**src/rtl/dlx_inject_pkg.sv**
```systemverilog
`default_nettype none
// ============================================================================
// Module      : dlx_inject_pkg
// Description : Opcodes, NOP word and state encoding for DLX instruction
//               injection into the pipeline register file.
// Revision    : 1.0 - initial release
// ============================================================================
package dlx_inject_pkg;

    localparam logic [5:0]  OP_ADDI  = 6'b001000;
    localparam logic [5:0]  OP_ORI   = 6'b001101;
    localparam logic [5:0]  OP_LHI   = 6'b001111;

    // ADDI r0,r0,0
    localparam logic [31:0] NOP_WORD = {OP_ADDI, 5'd0, 5'd0, 16'd0};

    typedef enum logic [2:0] {
        ST_IDLE    = 3'd0,
        ST_EMIT_HI = 3'd1,
        ST_GAP_HI  = 3'd2,
        ST_EMIT_LO = 3'd3,
        ST_GAP_LO  = 3'd4,
        ST_DRAIN   = 3'd5
    } inject_state_t;

endpackage
`default_nettype wire

```
**src/rtl/dlx_itype_enc.sv**
```systemverilog
`default_nettype none
// ============================================================================
// Module      : dlx_itype_enc
// Description : Combinational DLX I-type word builder {op, rs1, rd, imm16}.
// Revision    : 1.0 - initial release
// ============================================================================
module dlx_itype_enc (
    input  logic [5:0]  i_op,
    input  logic [4:0]  i_rs1,
    input  logic [4:0]  i_rd,
    input  logic [15:0] i_imm,
    output logic [31:0] o_word
);

    assign o_word = {i_op, i_rs1, i_rd, i_imm};

endmodule
`default_nettype wire

```
**src/rtl/reg_preload_injector.sv**
```systemverilog
`default_nettype none
// ============================================================================
// Module      : reg_preload_injector
// Description : Turns (register, value) entries into LHI/ORI instructions on
//               the core's instruction-override mux, padded with NOPs.
// Revision    : 1.0 - initial release
// ============================================================================
module reg_preload_injector
    import dlx_inject_pkg::*;
#(
    parameter int NOP_GAP      = 4,
    parameter int DRAIN_CYCLES = 5
) (
    input  logic        clk,
    input  logic        reset,
    input  logic        load_valid,
    output logic        load_ready,
    input  logic [4:0]  load_reg,
    input  logic [31:0] load_data,
    input  logic        load_last,
    output logic        override_inst,
    output logic [31:0] force_inst,
    output logic        busy,
    output logic        done
);

    localparam logic [3:0] c_gap_reload   = 4'(NOP_GAP - 1);
    localparam logic [3:0] c_drain_reload = 4'(DRAIN_CYCLES - 1);

    inject_state_t state_q, state_d;
    logic [3:0]    cnt_q, cnt_d;
    logic [4:0]    reg_q, reg_d;
    logic [31:0]   data_q, data_d;
    logic          last_q, last_d;
    logic          sess_q, sess_d;

    logic          load_ready_q, load_ready_d;
    logic          override_q, override_d;
    logic          busy_q, busy_d;
    logic          done_q, done_d;
    logic [31:0]   force_q, force_d;

    logic          w_accept;
    logic [5:0]    w_op;
    logic [4:0]    w_rs1;
    logic [15:0]   w_imm;
    logic [31:0]   w_word;

    assign w_accept = load_valid && load_ready_q && (state_q == ST_IDLE);

    dlx_itype_enc u_enc (
        .i_op   (w_op),
        .i_rs1  (w_rs1),
        .i_rd   (reg_q),
        .i_imm  (w_imm),
        .o_word (w_word)
    );

    always_comb begin
        state_d = state_q;
        cnt_d   = cnt_q;
        reg_d   = reg_q;
        data_d  = data_q;
        last_d  = last_q;
        sess_d  = sess_q;

        case (state_q)
            ST_IDLE: begin
                if (w_accept) begin
                    reg_d  = load_reg;
                    data_d = load_data;
                    last_d = load_last;
                    sess_d = 1'b1;
                    if (load_reg == 5'd0) begin
                        // r0 is hardwired; only the session framing matters
                        if (load_last) begin
                            state_d = ST_DRAIN;
                            cnt_d   = c_drain_reload;
                        end
                    end else if (load_data[31:16] != 16'd0) begin
                        state_d = ST_EMIT_HI;
                    end else begin
                        state_d = ST_EMIT_LO;
                    end
                end
            end
            ST_EMIT_HI: begin
                state_d = ST_GAP_HI;
                cnt_d   = c_gap_reload;
            end
            ST_GAP_HI: begin
                if (cnt_q == 4'd0) state_d = ST_EMIT_LO;
                else               cnt_d   = cnt_q - 4'd1;
            end
            ST_EMIT_LO: begin
                state_d = ST_GAP_LO;
                cnt_d   = c_gap_reload;
            end
            ST_GAP_LO: begin
                if (cnt_q == 4'd0) begin
                    if (last_q) begin
                        state_d = ST_DRAIN;
                        cnt_d   = c_drain_reload;
                    end else begin
                        state_d = ST_IDLE;
                    end
                end else begin
                    cnt_d = cnt_q - 4'd1;
                end
            end
            ST_DRAIN: begin
                if (cnt_q == 4'd0) begin
                    state_d = ST_IDLE;
                    sess_d  = 1'b0;
                end else begin
                    cnt_d = cnt_q - 4'd1;
                end
            end
            default: begin
                state_d = ST_IDLE;
                sess_d  = 1'b0;
            end
        endcase
    end

    // Outputs are registered from the current state, so each slot appears one
    // edge after the state that owns it.
    always_comb begin
        w_op  = OP_ORI;
        w_rs1 = (data_q[31:16] != 16'd0) ? reg_q : 5'd0;
        w_imm = data_q[15:0];
        if (state_q == ST_EMIT_HI) begin
            w_op  = OP_LHI;
            w_rs1 = 5'd0;
            w_imm = data_q[31:16];
        end

        force_d      = NOP_WORD;
        if ((state_q == ST_EMIT_HI) || (state_q == ST_EMIT_LO)) begin
            force_d = w_word;
        end
        load_ready_d = (state_q == ST_IDLE) && !w_accept;
        override_d   = sess_q;
        busy_d       = sess_q;
        done_d       = override_q && !sess_q;
    end

    always_ff @(posedge clk) begin
        if (reset) begin
            state_q      <= ST_IDLE;
            cnt_q        <= 4'd0;
            reg_q        <= 5'd0;
            data_q       <= 32'd0;
            last_q       <= 1'b0;
            sess_q       <= 1'b0;
            load_ready_q <= 1'b0;
            override_q   <= 1'b0;
            busy_q       <= 1'b0;
            done_q       <= 1'b0;
            force_q      <= NOP_WORD;
        end else begin
            state_q      <= state_d;
            cnt_q        <= cnt_d;
            reg_q        <= reg_d;
            data_q       <= data_d;
            last_q       <= last_d;
            sess_q       <= sess_d;
            load_ready_q <= load_ready_d;
            override_q   <= override_d;
            busy_q       <= busy_d;
            done_q       <= done_d;
            force_q      <= force_d;
        end
    end

    assign load_ready    = load_ready_q;
    assign override_inst = override_q;
    assign busy          = busy_q;
    assign done          = done_q;
    assign force_inst    = force_q;

endmodule
`default_nettype wire

```
**config.mk**
```make
export PLATFORM = sky130hd
export DESIGN_NAME = reg_preload_injector
export DESIGN_NICKNAME = d
export VERILOG_FILES = /design/src/rtl/dlx_inject_pkg.sv /design/src/rtl/dlx_itype_enc.sv /design/src/rtl/reg_preload_injector.sv
export SDC_FILE = /design/constraint.sdc
export NUM_CORES = 1
export LEC_CHECK = 0
export CAP_MARGIN = 20
export CORE_UTILIZATION = 47
export DETAILED_ROUTE_END_ITERATION = 6
export PLACE_DENSITY_LB_ADDON = 0.08
export REMOVE_ABC_BUFFERS = 1
export SETUP_SLACK_MARGIN = 0.15
export SYNTH_ARGS = -nofsm -noshare
export SYNTH_HDL_FRONTEND = slang
export SYNTH_HIERARCHICAL = 1
export SYNTH_SLANG_ARGS = --single-unit
```
**constraint.sdc**
```tcl
create_clock -name clk -period 2.59 [get_ports clk]
set_clock_uncertainty 0.15 [all_clocks]
set_input_delay 0.777 -clock clk [delete_from_list [all_inputs] [get_ports clk]]
set_output_delay 0.777 -clock clk [all_outputs]
set_load 0.005 [all_outputs]
```
Yosys cells after proc, flatten, opt, wreduce, memory -nomap -nowiden:

Index checks and enable logic that the tools add are counted.

* bits in registers: 81
* output and inout port bits: 36

* $add $sub $neg: 1
* equality and inequality tests: 14
* mux-type cells: 21
* bitwise gates (word level): 3
* reduce and logical (&&, ||, !) cells: 22

Operators by type and width (number)
* nonzero test 16 bit: 2
* 2-to-1 mux 4 bit: 6
* 2-to-1 mux 3 bit: 7
* case mux 3 bit (6 select lines): 1
* 2-to-1 mux 16 bit: 1
* case mux 4 bit (4 select lines): 1
* inequality test 2 bit, second input constant: 6
* OR reduction 4 bit: 2
* equality test 3 x 2 -> 1 bit, second input constant: 2
* equality test 3 bit, second input constant: 2
* inequality test 3 bit, second input constant: 2
* AND reduction 6 bit: 1
* OR reduction 2 bit: 3
* zero test 5 bit: 1
* AND reduction 5 bit: 1
* logical AND 1 bit: 4
* zero test 4 bit: 1
* 2-to-1 mux 2 bit: 2
* nonzero test 4 bit: 1
* subtractor 4 x 1 -> 4 bit, second input constant: 1
* equality test 3 x 1 -> 1 bit, second input constant: 1
* zero test 3 bit: 1
* inverter 1 bit: 3
* case mux 1 bit (3 select lines): 1
* other kinds (6): 8

Longest topological paths before layout:

* depth after elaboration: 5
* mapped depth: 8
* gate-level depth less buffers: 7

Hierarchy:

The synthesis kept the hierarchy.

Modules (own cells, without submodules)
* reg_preload_injector: instances 1, cells an instance 355, area an instance 3204.3 sq um, sequential area each 1621.6 sq um
* dlx_itype_enc: instances 1, cells an instance 32, area an instance 240.2 sq um, sequential area each 0.0 sq um

Least setup slack after synthesis:

Ideal clock, no wire load.

* path type: input port to flip-flop
* start: input load_reg[1]
* end: register cnt_q[2]
* library setup time: 0.060 ns
* arrival time: 1.949 ns
* slack: 0.431 ns
* stages: 5
* buffers on the path: 0
* cells stage by stage: or4_4 -> nor2_4 -> o221ai_4 -> o31ai_2 -> and3b_1

* cells in the longest elaborated chain, start to end: 3

Ends and longest elaborated chain
* start, declared: line reg_preload_injector.sv:18 `input logic [4:0] load_reg,`
* zero test 5 bit: line reg_preload_injector.sv:74 `if (load_reg == 5'd0) begin`
* inequality test 2 x 1 -> 1 bit (no line)
* AND reduction 6 bit (no line)
* end signal, assigned: line reg_preload_injector.sv:163 `cnt_q <= cnt_d;`
* end, declared: line reg_preload_injector.sv:31 `logic [3:0] cnt_q, cnt_d;`

Every way passes these cells.
A chain may end at the register's enable or synchronous reset.

Final worst setup path:

* start: input load_reg[1]
* end: register state_q[2]

* cells in the longest elaborated chain, start to end: 4

Ends and longest elaborated chain
* zero test 5 bit *: line reg_preload_injector.sv:74
* 2-to-1 mux 3 bit: line reg_preload_injector.sv:74
* 2-to-1 mux 3 bit: line reg_preload_injector.sv:69 `if (w_accept) begin`
* case mux 3 bit (6 select lines): line reg_preload_injector.sv:67 `case (state_q)`
* end signal, assigned: line reg_preload_injector.sv:162 `state_q <= state_d;`
* end, declared: line reg_preload_injector.sv:30 `inject_state_t state_q, state_d;`

Mark *: on every way between the ends. The rest lies on a longest branch, timed or not. The select of a mux whose other input is x is not followed.

==> summary.txt <==
Setup path
  – Kind of end point of the critical path: flop
  – Crit path DAT: 2.39 ns
  – Slowest cell on crit path: or4_4
  – CP bufs+invs: 1
  – Worst Reg-to-Reg Cells: 6
  – CP Max Fanout: 3
  – Crit Path Category: input pin to flop
  – Crit-path cells: clkdlybuf4s50_1, or4_4, nor3_1, o21ai_0, a32oi_1, a2111oi_2
  – Worst Setup Start Kind: input pin
  – Worst reg2reg path startpoint: cnt_q[0]
  – R2R Setup Slk: 0.45 ns
  – Req. time, crit path: 2.64 ns
  – R2R Path End: state_q[2]
  – Crit-path max cell delay: 0.59 ns
  – Top delay family on crit path: simple AND/OR/NAND/NOR gates

GRT
  – Gr busiest metal: met2
  – First-pass GRT wire length: 11.03 mm
  – Pin count of the biggest net entering global routing: 51
  – GRT Overall Usage: 0.1883
  – Routing usage on met1: 0.2496
  – Routing usage on met3: 0.03110
  – Vias in the first global route: 2,290
  – Grt met2 use: 0.3047
  – Antenna violations before repair: 0
  – Gr ovfl total: 0

Clock network
  – PostCTS Resize Cnt: 0
  – CTS max path bufs: 2
  – CTS sink count: 81
  – CTS Buf Count: 9
  – Post-CTS Hold Fix Bufs: 0
  – CTS tree: yes
  – H-tree level count: 3
  – Clock slew at the register clock pins of the worst setup and hold paths: 0.08 ns
  – Setup repair bufs after CTS: 0
  – Latest clock arrival within the worst-skew pair: 0.34 ns
  – Clock tree root driver cell: clkbuf_8

Place
  – # placed instances: 517
  – Post-placement cell area: 4065 um^2
  – Final GP Congestion: 0.8577
  – Final HPWL DP: 4.647 mm
  – Pre-CTS setup slack: -0.09692 ns
  – IO buf count: 76

STA
  – RSZ-0062 raised after global routing: false
  – Period utilization: 0.9023
  – Final WS setup: 0.2532 ns
  – Worst-Margin Slew: 0.5410 ns
  – Final Max Tran Viols: 0
  – Hold Fails Final Rpt: 0
  – Max Clk Rate: 0.4279 GHz
  – # setup viols final: 0
  – Slew HR: 0.6394
  – Final critical-path required period: 2.337 ns

Pwr
  – Static Leak: 1.600 nW
  – Switching Fraction: 0.2596
  – PD cells: 697.6 nW/um^2
  – Peak supply drop: 0.2994 mV
  – Clock network power share: 0.360
  – Net Switching: 0.0007780 W
  – Pint: 0.002219 W
  – Power Total: 0.002997 W
  – Logic pwr share: 0.184
  – Share of total power in sequential cells: 0.456

Final layout
  – Share of cells above drive strength 1: 0.1193
  – Design area: 4297 um^2
  – Nets@finish: 475
  – Area delta synth->final: 24.74%
  – Number of diodes: 0
  – Filler-free cell count of the finished design: 532
  – Commonest non-fill, non-tap cell in the layout: dfxtp_1
  – Most frequent cells in the layout: dfxtp_1 (81), nand2_1 (79), clkdlybuf4s50_1 (75)

Floorplanning
  – Cell row count: 30
  – Die X: 87.61 um
  – Core Area: 6944 um^2
  – Vert. Die Dim: 87.61 um
  – DIE AREA: 7676 um^2
  – IO Pins: 77
  – Initial core utilization: 0.4960

Min path
  – Hold Crit Class: flop to flop
  – Min-delay src: data_q[7]
  – Hold Path Depth: 2
  – Worst hold endpoint: data_q[7]

Synthesis
  – Avg Cell Area, Syn: 8.901 um^2
  – Post-Syn Instances: 387
  – Distinct cells, synth: 45
  – #FFs+latches synth: 81
  – Warnings, synthesis: 6
  – Post-Syn Area: 3445 um^2
  – Asr flop ratio synth: 0
  – EDFF count, synth: 0
  – Predominant post-synthesis flop cell: dfxtp_1
  – Register area share after synthesis: 0.4708

Route
  – DRT iter0 DRCs: 125
  – Post-route antenna net violation count: 0
  – Vias: 2,654
  – Drt first pass iters: 4
  – # DRC: 0
  – DRT Wirelength: 6.950 mm
  – WL/cell: 13.06 um
  – DR vias/cell: 4.989

Run
  – Max-cap violation count: 0

Status
  – Status: finished clean
-- power by group through the flow --
stage | clock network [W] | logic, W | registers, W
floorplan | 0 | 0.000306 | 0.00139
global placement | 0 | 0.000546 | 0.00139
detailed placement | 0 | 0.000553 | 0.00140
CTS | 0.00110 | 0.000555 | 0.00137
global route | 0.00114 | 0.000610 | 0.00138
finish | 0.00108 | 0.000552 | 0.00137
-- area by class of cell --
type / instances / area, um^2
fillers: 633 / 2648
clock buffers: 10 / 127.6
clock inverters: 5 / 103.9
multi-input cells: 248 / 1458
well taps: 96 / 120.1
inverters: 6 / 22.52
flip-flops and latches: 81 / 1622
repair buffers: 86 / 843.3
-- tightest hold or removal path, stage by stage (launching register included) --
cell     delay [ns]
dfxtp_1        0.31
nand2_1        0.05
a21oi_1        0.05
-- cell usage after synthesis (all sizes together) (3+ instances only) --
cell	n	area [um^2]
a21oi	43	215.2
nor4	9	56.30
inv	6	22.52
and2	36	225.2
dfxtp	81	1622
nor2	11	53.80
nand4	3	18.77
clkbuf	12	45.04
o21ai	9	45.04
mux2	16	180.2
buf	43	314.0
nor3b	3	22.52
nor3	3	15.01
nand2	79	296.5
-- through the flow --
stage | hold WS [ns] | TNS, ns | util
detailed placement | 0.2932 | -0.3559 | 0.5854
global route | 0.3180 | 0 | 0.6187
CTS | 0.3061 | 0 | 0.6187
global placement | 0.2834 | -0.2009 | 0.5854
finish | 0.3053 | 0 | 0.6187
floorplan | 0.2594 | 0 | -
-- state kept, by name (all words and copies together) (netlist names) --
name        flops
done            1
last_q          1
busy_d          1
reg_q           5
cnt_q           4
load_ready      1
force_inst     32
busy            1
state_q         3
data_q         32
-- kinds of logic (layout without fill, tap and decap cells) --
kind of cell,count (synthesis),after routing,share of synthesized area
compound gates,64,64,0.1181
fa+ha+maj,2,2,0.007264
buf+inv,61,107,0.1108
simple gates,159,159,0.2332
mux,17,17,0.05521
other cells,2,5,0.002180
xor+xnor,1,1,0.002543
flops,81,81,0.4708
-- routing by layer --
layer / vias up / wire, um
li1: 1341 / -
met1: 1232 / 3397
met2: 72 / 3203
met3: 9 / 245
met4: 0 / 103
met5: - / 0
-- worst max path at each step --
| stage | slack [ns] | startpoint | depth (start not counted) | to |
|---|---|---|---|---|
| 5_1_grt | 0.18 | load_reg[1] | 6 | state_q[2] |
| 2_1_floorplan | 0.05 | state_q[1] | 4 | data_q[0] |
| 3_5_place_dp | -0.1 | load_reg[1] | 6 | state_q[2] |
| 3_3_place_gp | -0.07 | load_reg[1] | 6 | cnt_q[2] |
| 6_report | 0.25 | load_reg[1] | 6 | state_q[2] |
| 4_1_cts | 0.25 | load_reg[1] | 6 | cnt_q[2] |
(Power assumes the default switching activity.)
